<file path="src/rtl/mqnic_mcf_defs.sv">
// Shared constants for MAC control frame (PAUSE/PFC) generation: frame size,
// field byte offsets, well-known ethertype/opcodes and the FSM state type.
package mqnic_mcf_defs;

  localparam int MCF_FRAME_BYTES = 60;
  localparam int MCF_FRAME_BITS  = MCF_FRAME_BYTES * 8;

  localparam int OFF_ETH_DST  = 0;
  localparam int OFF_ETH_SRC  = 6;
  localparam int OFF_ETH_TYPE = 12;
  localparam int OFF_OPCODE   = 14;
  localparam int OFF_PARAMS   = 16;
  localparam int OFF_PAD      = 34;

  localparam logic [15:0] ETH_TYPE_MCF = 16'h8808;
  localparam logic [15:0] OPCODE_LFC   = 16'h0001;
  localparam logic [15:0] OPCODE_PFC   = 16'h0101;
  localparam logic [47:0] MCAST_DST    = 48'h0180C2000001;

  typedef enum logic [1:0] {
    ST_IDLE,
    ST_PASS,
    ST_MCF
  } mcf_state_t;

endpackage

</file>
<file path="src/rtl/mqnic_mcf_frame_builder.sv">
// Packs control frame request fields into a byte-ordered 60-byte frame,
// frame byte N at bits [8N+7:8N]; everything past the params is zero padding.
module mqnic_mcf_frame_builder
  import mqnic_mcf_defs::*;
#(
  parameter int MCF_PARAMS_SIZE = 18
) (
  input  logic [47:0]                  eth_dst,
  input  logic [47:0]                  eth_src,
  input  logic [15:0]                  eth_type,
  input  logic [15:0]                  opcode,
  input  logic [MCF_PARAMS_SIZE*8-1:0] params,
  output logic [MCF_FRAME_BITS-1:0]    frame
);

  // Header fields go out in network order; params are already byte-ordered.
  always_comb begin
    frame = '0;
    for (int i = 0; i < 6; i++) begin
      frame[(OFF_ETH_DST+i)*8 +: 8] = eth_dst[(5-i)*8 +: 8];
      frame[(OFF_ETH_SRC+i)*8 +: 8] = eth_src[(5-i)*8 +: 8];
    end
    for (int i = 0; i < 2; i++) begin
      frame[(OFF_ETH_TYPE+i)*8 +: 8] = eth_type[(1-i)*8 +: 8];
      frame[(OFF_OPCODE+i)*8 +: 8]   = opcode[(1-i)*8 +: 8];
    end
    for (int i = 0; i < MCF_PARAMS_SIZE; i++) begin
      frame[(OFF_PARAMS+i)*8 +: 8] = params[i*8 +: 8];
    end
  end

endmodule

</file>
<file path="src/rtl/mqnic_l2_egress_mcf_tx.sv">
// Egress MAC control frame generator: buffers one PAUSE/PFC request and
// inserts it as a 60-byte frame between packets of the pass-through stream.
module mqnic_l2_egress_mcf_tx
  import mqnic_mcf_defs::*;
#(
  parameter int DATA_WIDTH      = 64,
  parameter int KEEP_WIDTH      = DATA_WIDTH / 8,
  parameter int ID_WIDTH        = 8,
  parameter int DEST_WIDTH      = 8,
  parameter int USER_WIDTH      = 1,
  parameter int MCF_PARAMS_SIZE = 18
) (
  input  logic                         clk,
  input  logic                         rst,

  input  logic [DATA_WIDTH-1:0]        s_axis_tdata,
  input  logic [KEEP_WIDTH-1:0]        s_axis_tkeep,
  input  logic                         s_axis_tvalid,
  output logic                         s_axis_tready,
  input  logic                         s_axis_tlast,
  input  logic [USER_WIDTH-1:0]        s_axis_tuser,
  input  logic [ID_WIDTH-1:0]          s_axis_tid,
  input  logic [DEST_WIDTH-1:0]        s_axis_tdest,

  output logic [DATA_WIDTH-1:0]        m_axis_tdata,
  output logic [KEEP_WIDTH-1:0]        m_axis_tkeep,
  output logic                         m_axis_tvalid,
  input  logic                         m_axis_tready,
  output logic                         m_axis_tlast,
  output logic [USER_WIDTH-1:0]        m_axis_tuser,
  output logic [ID_WIDTH-1:0]          m_axis_tid,
  output logic [DEST_WIDTH-1:0]        m_axis_tdest,

  input  logic                         mcf_valid,
  output logic                         mcf_ready,
  input  logic [47:0]                  mcf_eth_dst,
  input  logic [47:0]                  mcf_eth_src,
  input  logic [15:0]                  mcf_eth_type,
  input  logic [15:0]                  mcf_opcode,
  input  logic [MCF_PARAMS_SIZE*8-1:0] mcf_params,
  input  logic [ID_WIDTH-1:0]          mcf_id,
  input  logic [DEST_WIDTH-1:0]        mcf_dest,
  input  logic [USER_WIDTH-1:0]        mcf_user,

  input  logic                         cfg_mcf_tx_enable,
  output logic                         stat_tx_mcf
);

  localparam int BEATS      = (MCF_FRAME_BYTES + KEEP_WIDTH - 1) / KEEP_WIDTH;
  localparam int CNT_W      = (BEATS > 1) ? $clog2(BEATS) : 1;
  localparam int LAST_BYTES = MCF_FRAME_BYTES - (BEATS - 1) * KEEP_WIDTH;
  localparam int PAD_BITS   = BEATS * DATA_WIDTH;
  localparam logic [CNT_W-1:0]      LAST_CNT  = CNT_W'(BEATS - 1);
  localparam logic [KEEP_WIDTH-1:0] LAST_KEEP = {KEEP_WIDTH{1'b1}} >> (KEEP_WIDTH - LAST_BYTES);

  mcf_state_t                state, state_next;
  logic [CNT_W-1:0]          count, count_next;
  logic                      pending;
  logic [MCF_FRAME_BITS-1:0] built_frame, pend_frame;
  logic [PAD_BITS-1:0]       frame_pad;
  logic [DATA_WIDTH-1:0]     beat_data;
  logic [ID_WIDTH-1:0]       pend_id;
  logic [DEST_WIDTH-1:0]     pend_dest;
  logic [USER_WIDTH-1:0]     pend_user;
  logic                      accept, mcf_last, mcf_done;

  mqnic_mcf_frame_builder #(
    .MCF_PARAMS_SIZE(MCF_PARAMS_SIZE)
  ) u_builder (
    .eth_dst  (mcf_eth_dst),
    .eth_src  (mcf_eth_src),
    .eth_type (mcf_eth_type),
    .opcode   (mcf_opcode),
    .params   (mcf_params),
    .frame    (built_frame)
  );

  assign mcf_ready   = rst && cfg_mcf_tx_enable && !pending;
  assign accept      = mcf_valid && mcf_ready;
  assign frame_pad   = PAD_BITS'(pend_frame);
  assign beat_data   = frame_pad[int'(count) * DATA_WIDTH +: DATA_WIDTH];
  assign mcf_last    = (count == LAST_CNT);
  assign mcf_done    = (state == ST_MCF) && m_axis_tready && mcf_last;
  assign stat_tx_mcf = mcf_done;

  always_ff @(posedge clk or negedge rst) begin
    if (!rst) begin
      pending    <= 1'b0;
      pend_frame <= '0;
      pend_id    <= '0;
      pend_dest  <= '0;
      pend_user  <= '0;
    end else if (accept) begin
      pending    <= 1'b1;
      pend_frame <= built_frame;
      pend_id    <= mcf_id;
      pend_dest  <= mcf_dest;
      pend_user  <= mcf_user;
    end else if (mcf_done) begin
      pending    <= 1'b0;
    end
  end

  always_ff @(posedge clk or negedge rst) begin
    if (!rst) begin
      state <= ST_IDLE;
      count <= '0;
    end else begin
      state <= state_next;
      count <= count_next;
    end
  end

  // In IDLE the stream is also held during the accept cycle itself, so a
  // request that arrives together with a new packet is sent ahead of it.
  always_comb begin
    state_next    = state;
    count_next    = count;
    s_axis_tready = 1'b0;
    m_axis_tvalid = 1'b0;
    m_axis_tdata  = s_axis_tdata;
    m_axis_tkeep  = s_axis_tkeep;
    m_axis_tlast  = s_axis_tlast;
    m_axis_tuser  = s_axis_tuser;
    m_axis_tid    = s_axis_tid;
    m_axis_tdest  = s_axis_tdest;
    case (state)
      ST_IDLE: begin
        if (pending) begin
          state_next = ST_MCF;
        end else if (!accept) begin
          m_axis_tvalid = s_axis_tvalid;
          s_axis_tready = m_axis_tready;
          if (s_axis_tvalid && m_axis_tready && !s_axis_tlast) state_next = ST_PASS;
        end
      end
      ST_PASS: begin
        m_axis_tvalid = s_axis_tvalid;
        s_axis_tready = m_axis_tready;
        if (s_axis_tvalid && m_axis_tready && s_axis_tlast) state_next = ST_IDLE;
      end
      ST_MCF: begin
        m_axis_tvalid = 1'b1;
        m_axis_tdata  = beat_data;
        m_axis_tkeep  = mcf_last ? LAST_KEEP : {KEEP_WIDTH{1'b1}};
        m_axis_tlast  = mcf_last;
        m_axis_tuser  = pend_user;
        m_axis_tid    = pend_id;
        m_axis_tdest  = pend_dest;
        if (m_axis_tready) begin
          if (mcf_last) begin
            count_next = '0;
            state_next = ST_IDLE;
          end else begin
            count_next = count + CNT_W'(1);
          end
        end
      end
      default: state_next = ST_IDLE;
    endcase
    if (!rst) begin
      s_axis_tready = 1'b0;
      m_axis_tvalid = 1'b0;
    end
  end

endmodule
</file>
<file path="config.mk">
export PLATFORM = sky130hd
export DESIGN_NAME = mqnic_l2_egress_mcf_tx
export DESIGN_NICKNAME = d
export VERILOG_FILES = /design/src/rtl/mqnic_mcf_defs.sv /design/src/rtl/mqnic_mcf_frame_builder.sv /design/src/rtl/mqnic_l2_egress_mcf_tx.sv
export SDC_FILE = /design/constraint.sdc
export NUM_CORES = 1
export LEC_CHECK = 0
export ABC_AREA = 1
export CAP_MARGIN = 30
export CORE_AREA = 8 8 191 193
export DETAILED_ROUTE_END_ITERATION = 16
export DIE_AREA = 0 0 199 201
export GPL_ROUTABILITY_DRIVEN = 0
export PLACE_DENSITY_LB_ADDON = 0.08
export SETUP_SLACK_MARGIN = 0.1
export SLEW_MARGIN = 10
export SYNTH_ARGS = -nofsm -noshare
export SYNTH_HDL_FRONTEND = slang
export SYNTH_SLANG_ARGS = --single-unit
</file>
<file path="constraint.sdc">
create_clock -name clk -period 3.2 [get_ports clk]
set_clock_uncertainty 0.15 [all_clocks]
set_input_delay 0.48 -clock clk [delete_from_list [all_inputs] [get_ports clk]]
set_output_delay 0.48 -clock clk [all_outputs]
set_load 0.005 [all_outputs]
</file>
==> flow_metrics.tcl, run 1 <==
set metrics [dict create \
    multi_input_area_um2 6630 \
    outcome "completed" \
    rsz0062_at_grt "yes" \
    synth.top_cell.area_share 0.498 \
    start_kind "flip-flop" \
    cts.path.max_buffers 3 \
    clock_latency_ps 500 \
    hpwl_mm 37.9 \
    firstDrtPassIters 5 \
    timing.final.crit_share 0.951 \
    syn_avg_cell_area_um2 7.25 \
    tns_ps 0 \
    crit_buf_inv 4 \
    maxCapViolCount 0 \
    finalNetCount 2829 \
    drive_above_1_share 0.0459 \
    overflow 0 \
    cts_buffers 36 \
    combPwrFrac 0.460 \
    max_stage_delay_ps 580 \
    worst_setup_path_end_kind "primary output" \
    final_util 0.639 \
    p_sw_uw 7560 \
    rows 67 \
    grt_usage 0.275 \
    clk_pin_slew_ps 60 \
    die_x_um 199 \
    cts_tree "yes" \
    ant_nets 0 \
    yosysWarnings 0 \
    seq_area_frac_synth 0.498 \
    seq_area_um2 7390 \
    yosysMostFrequentCell "nand2_1" \
    wl_per_cell_um 19.4 \
    synth_largest_area_cell "dfrtp_1" \
    drc 0 \
    fmax_mhz 329 \
    crit_cells 8 \
    root_buffer "clkbuf_16" \
    io_buffers 478 \
    hold_depth 2 \
    path_class "flip-flop to primary output" \
    grt_pass1_wl_mm 87.8 \
    crit_chain "inv_12, buf_12, buf_12, nand2_1, nand3_1, nand3_1, nand2_1, clkdlybuf4s50_1" \
    core_area_um2 33300 \
    synth_area_um2 14800 \
    ys_types 17 \
    synthTopCellsByCount "nand2_1 (1008), nand3_1 (498), dfrtp_1 (295)" \
    grt_pass1_vias 15453 \
    die_h_um 201 \
    ir_worst_vdd_mv 0.573 \
    r2r_cells 6 \
    clkPwrFrac 0.199 \
    drt_iter0_drc 1456 \
    ys_seq_elements 295 \
    min_period_ps 3040 \
    final-max-slew-violation-count 0 \
    ys_top_cells_by_area "dfrtp_1 (50%), nand2_1 (26%), nand3_1 (17%)" \
    async_reset_ff_frac 1.00 \
    hold_viol 0 \
    synth_fp_nets 2431 \
    synthCells 2044 \
    power.leakage_uw 0.0105 \
    io_pins 479 \
    vias 15513 \
    powerDensity_nw_per_um2 923 \
    finalWirelength_mm 56.9 \
    area_delta_synth_final_pct 43.5 \
    fillers 3032 \
    setup-violations-final 0 \
    synth_edf_count 0 \
    die_area_um2 40000 \
    cp.required_ps 2570 \
    slew_headroom 0.260 \
    grt_max_degree 205 \
    worst_slew_pin_slew_ps 1110 \
    worstPathMaxFanout 19 \
    path_delay_family "buffers and inverters" \
    cpMaxStageDelayCell "dfrtp_4" \
    hp-class "flip-flop to flip-flop" \
    power.share.sequential 0.341 \
    internal_power_uw 12000 \
    h-tree-depth 2 \
    cp.arrival_ps 2410 \
    swShare 0.386 \
    antenna_found_initial 18 \
    routed_via_density 5.30 \
    clock_sinks 295 \
    synth_flop_cell "dfrtp_1" \
    start_util 0.445 \
]
-- per-layer routing --
metal	vias to the layer above	track usage	wire, µm
met5	-	0	25
met2	654	0.454	27400
met1	7388	0.350	22600
li1	7367	-	-
met3	100	0.0624	5090
met4	4	0.0958	1730
-- per-stage QoR --
stage | std cells | hold WS (ps) | setup WS (ps) | area, µm² | total power [µW]
after floorplan | 2044 | 34.4 | 1340 | 14800 | 11100
after global placement | 2837 | 158 | 544 | 19800 | 15300
after detailed placement | 2838 | 160 | 516 | 19900 | 15400
after CTS | 2901 | 322 | 83.7 | 21100 | 19600
after global routing | 2926 | 335 | 40.6 | 21200 | 21000
final | 2928 | 319 | 157 | 21300 | 19600
-- path summary, 6_finish.rpt --
check / start / endpoint / slack [ps]
min in group asynchronous: rst / pend_id[4] / 350
hold / removal: pend_frame[67] / pend_frame[67] / 320
setup / recovery: count[0] / m_axis_tdata[37] / 160
max in group asynchronous: rst / count[0] / 680
setup reg to reg: pending / pend_frame[14] / 1200
hold reg to reg: pend_frame[67] / pend_frame[67] / 320
-- state kept, by name, summed over array words and instances, names as in the netlist --
signal and count:
state 2, pending 1, count 3, pend_dest 8, pend_frame 272, pend_id 8
pend_user 1
-- cell usage in the layout (no fill, tap or decap), drive strengths merged, types with 6 or more instances in the layout --
| cell | instances |
|---|---|
| a21oi | 15 |
| buf | 40 |
| clkbuf | 56 |
| clkdlybuf4s50 | 469 |
| dfrtp | 295 |
| diode | 17 |
| dlymetal6s2s | 6 |
| inv | 26 |
| nand2 | 1008 |
| nand3 | 498 |
| nand4 | 11 |
| nor2 | 19 |
| o21ai | 8 |
-- cell type report --
cell class / count / share of cell area
diodes: 17 / 0.00200
clock buffers: 54 / 0.0513
clock inverters: 5 / 0.00135
inverters: 24 / 0.00495
multi-input cells: 1565 / 0.312
flip-flops and latches: 295 / 0.348
well taps: 448 / 0.0264
repair buffers: 519 / 0.254
repair inverters: 1 / 0.000412
-- kinds of logic (layout without fill, tap and decap cells) --
family / count (synthesis) / in the layout / share of synthesized area
buffers and inverters: 184 / 603 / 0.0561
DFF: 295 / 295 / 0.498
adders and majority gates: 2 / 2 / 0.00169
and+or+nand+nor: 1540 / 1540 / 0.436
other: 0 / 17 / 0
AOI/OAI and AO/OA: 23 / 23 / 0.00777
-- worst reg2reg max path, delay by kind of cell, from the launching register on --
kind,cells,cell delay [ps]
simple gates,3,680
buf+inv,3,710
flops,1,400
-- repair_timing --
item / CTS / global route
pin swaps: 1 / 2
buffers inserted: 2 / 9
gates cloned: 1 / 2
hold buffers: 1 / 0
hold endpoints to repair: 10 / 0
resized for setup: 11 / 13
setup endpoints to repair: 56 / 54
-- power groups by stage --
| stage | clock (µW) | sequential [µW] | combinational (µW) |
|---|---|---|---|
| CTS | 3950 | 6660 | 8970 |
| global placement | 0 | 6630 | 8630 |
| global route | 4080 | 6890 | 10000 |
| floorplan | 0 | 6320 | 4770 |
| detailed placement | 0 | 6670 | 8770 |
| finish | 3900 | 6690 | 9020 |
No activity file was read; power rests on OpenSTA's default activity.
==> run 2: changes to the inputs <==
--- a/config.mk
+++ b/config.mk
@@ -7,9 +7,9 @@
 export LEC_CHECK = 0
 export ABC_AREA = 1
 export CAP_MARGIN = 30
-export CORE_AREA = 8 8 191 193
+export CORE_AREA = 2 2 185 187
 export DETAILED_ROUTE_END_ITERATION = 16
-export DIE_AREA = 0 0 199 201
+export DIE_AREA = 0 0 187 189
 export GPL_ROUTABILITY_DRIVEN = 0
 export PLACE_DENSITY_LB_ADDON = 0.08
 export SETUP_SLACK_MARGIN = 0.1
==> constraint.sdc (replaced) <==
create_clock -name clk -period 3.4 [get_ports clk]
set_clock_uncertainty 0.15 [all_clocks]
set_input_delay 0.51 -clock clk [delete_from_list [all_inputs] [get_ports clk]]
set_output_delay 0.51 -clock clk [all_outputs]
set_load 0.005 [all_outputs]
==> run 2 against run 1 <==
Against the previous run:
- flip-flop and latch count unchanged
- cell count down 0.27%
- global-route usage grew 2.0 points
- register-to-register slack gained 70 ps
- first-iteration DRC count is 2.5% lower
- clock power is 7.2% lower
- power decreased by 7.7%
- hold slack about the same
==> flow_metrics.tcl, run 2 (synthesis results as in run 1) <==
set metrics [dict create \
    outcome "completed" \
    routed_via_density 5.28 \
    finalNetCount 2817 \
    grt_pass1_vias 15074 \
    io_pins 479 \
    setup-violations-final 0 \
    hold_ws_ps 319 \
    use_met3 0.0673 \
    start_util 0.445 \
    hold_viol 0 \
    power.leakage_uw 0.0103 \
    root_buffer "clkbuf_16" \
    final-max-slew-violation-count 0 \
    fmax_mhz 314 \
    worstPathMaxFanout 46 \
    core_area_um2 33300 \
    seq_area_um2 7390 \
    mostFrequentLayoutCells "nand2_1 (1008), nand3_1 (498), clkdlybuf4s50_1 (476)" \
    io_buffers 478 \
    powerDensity_nw_per_um2 861 \
    cp.arrival_ps 2520 \
    vias 15419 \
    fillers 2952 \
    path_class "flip-flop to primary output" \
    tns_ps 0 \
    rows 67 \
    grt_usage 0.295 \
    r2r_setup_slack_ps 1270 \
    die_x_um 187 \
    p_total_uw 18100 \
    hp-class "flip-flop to flip-flop" \
    min_period_ps 3180 \
    drive_above_1_share 0.0391 \
    cpMaxStageDelayCell "clkdlybuf4s50_1" \
    hpwl_mm 35.1 \
    ir_worst_vdd_mv 0.498 \
    cts.path.max_buffers 3 \
    fin_cells 2920 \
    die_h_um 189 \
    finalWirelength_mm 53.6 \
    grt.met1_usage 0.369 \
    worst_slew_pin_slew_ps 907 \
    top_usage_layer "met2" \
    overflow 0 \
    grt_pass1_wl_mm 82.8 \
    cts_tree "yes" \
    crit_chain "inv_1, nor2_4, buf_4, nand4_1, nand3_1, clkdlybuf4s50_1" \
    top_register "pend_frame" \
    dp_cells 2835 \
    cp.required_ps 2740 \
    final_util 0.632 \
    wl_per_cell_um 18.4 \
    clock_latency_ps 500 \
    h-tree-depth 2 \
    worst_setup_path_end_kind "primary output" \
    final_common_cell "nand2_1" \
    rsz0062_at_grt "no" \
    area_delta_synth_final_pct 42.0 \
    firstDrtPassIters 7 \
    grt_max_degree 166 \
    slew_headroom 0.395 \
    grtUsageMet2 0.492 \
    maxCapViolCount 0 \
    largest_register_ffs 272 \
    multi_input_area_um2 6610 \
    die_area_um2 35300 \
    cts_buffers 35 \
    max_stage_delay_ps 520 \
    clk_pin_slew_ps 60 \
    ant_nets 0 \
    start_kind "flip-flop" \
    timing.final.crit_share 0.935 \
    drc 0 \
    top_regs "pend_frame: 272 flops, pend_dest: 8 flops, pend_id: 8 flops" \
    drt_iter0_drc 1420 \
    clock_sinks 295 \
    antenna_found_initial 18 \
]
## run 2: cell count changes in the layout (fill, tap and decap cells not counted), sizes merged
cell	previous run	this run
clkbuf	56	58
diode	17	18
dlymetal6s2s	6	0
inv	26	23
clkdlybuf4s50	469	476
clkinv	4	6
buf	40	30
dlygate4sd2	1	0
## run 2: per-stage QoR
stage / instance area (µm²) / worst slack (ps)
finish: 21000 / 220
global route: 21000 / 113
CTS: 20900 / 94.3
detailed placement: 19800 / 500
global placement: 19800 / 478
floorplan: 14800 / 1510
## run 2: path summary, 6_finish.rpt
kind                                 from               end  cells after the start
max                              state[1]  m_axis_tdata[15]                      6
min reg2reg                pend_frame[14]    pend_frame[14]                      2
min in group asynchronous             rst           pending                      2
min                        pend_frame[14]    pend_frame[14]                      2
max in group asynchronous             rst   pend_frame[114]                      4
max reg2reg                       pending   pend_frame[168]                      4
## run 2: cell type report
cell class | instances | share of cell area
Tap cell | 448 | 0.0267
Clock buffer | 56 | 0.0512
Sequential cell | 295 | 0.351
Clock inverter | 5 | 0.00119
Multi-Input combinational cell | 1565 | 0.314
Inverter | 24 | 0.00500
Antenna cell | 18 | 0.00214
Timing Repair Buffer | 509 | 0.248
## run 2: what timing repair did
action | 4_1_cts | 5_1_grt
cloned | 0 | 1
setup endpoints to repair | 39 | 59
endpoints found under the hold margin | 32 | 0
buffers inserted | 0 | 3
pin swaps | 0 | 1
resized for setup | 4 | 4
hold buffers | 1 | 0
## run 2: power breakdown
part | internal, µW | switching (µW)
Combinational | 3720 | 4420
Sequential | 5240 | 1110
Clock | 2160 | 1460
## run 2: critical path, delay by kind of cell, from the launching register on
family / cells / cell delay [ps]
buffers and inverters: 3 / 1050
DFF: 1 / 370
and+or+nand+nor: 3 / 590
## run 2: per-layer routing
metal / wire length, µm / part of all wire
met5: 27 / 0.00050
met4: 1720 / 0.032
met3: 4400 / 0.082
met2: 26300 / 0.49
met1: 21200 / 0.40
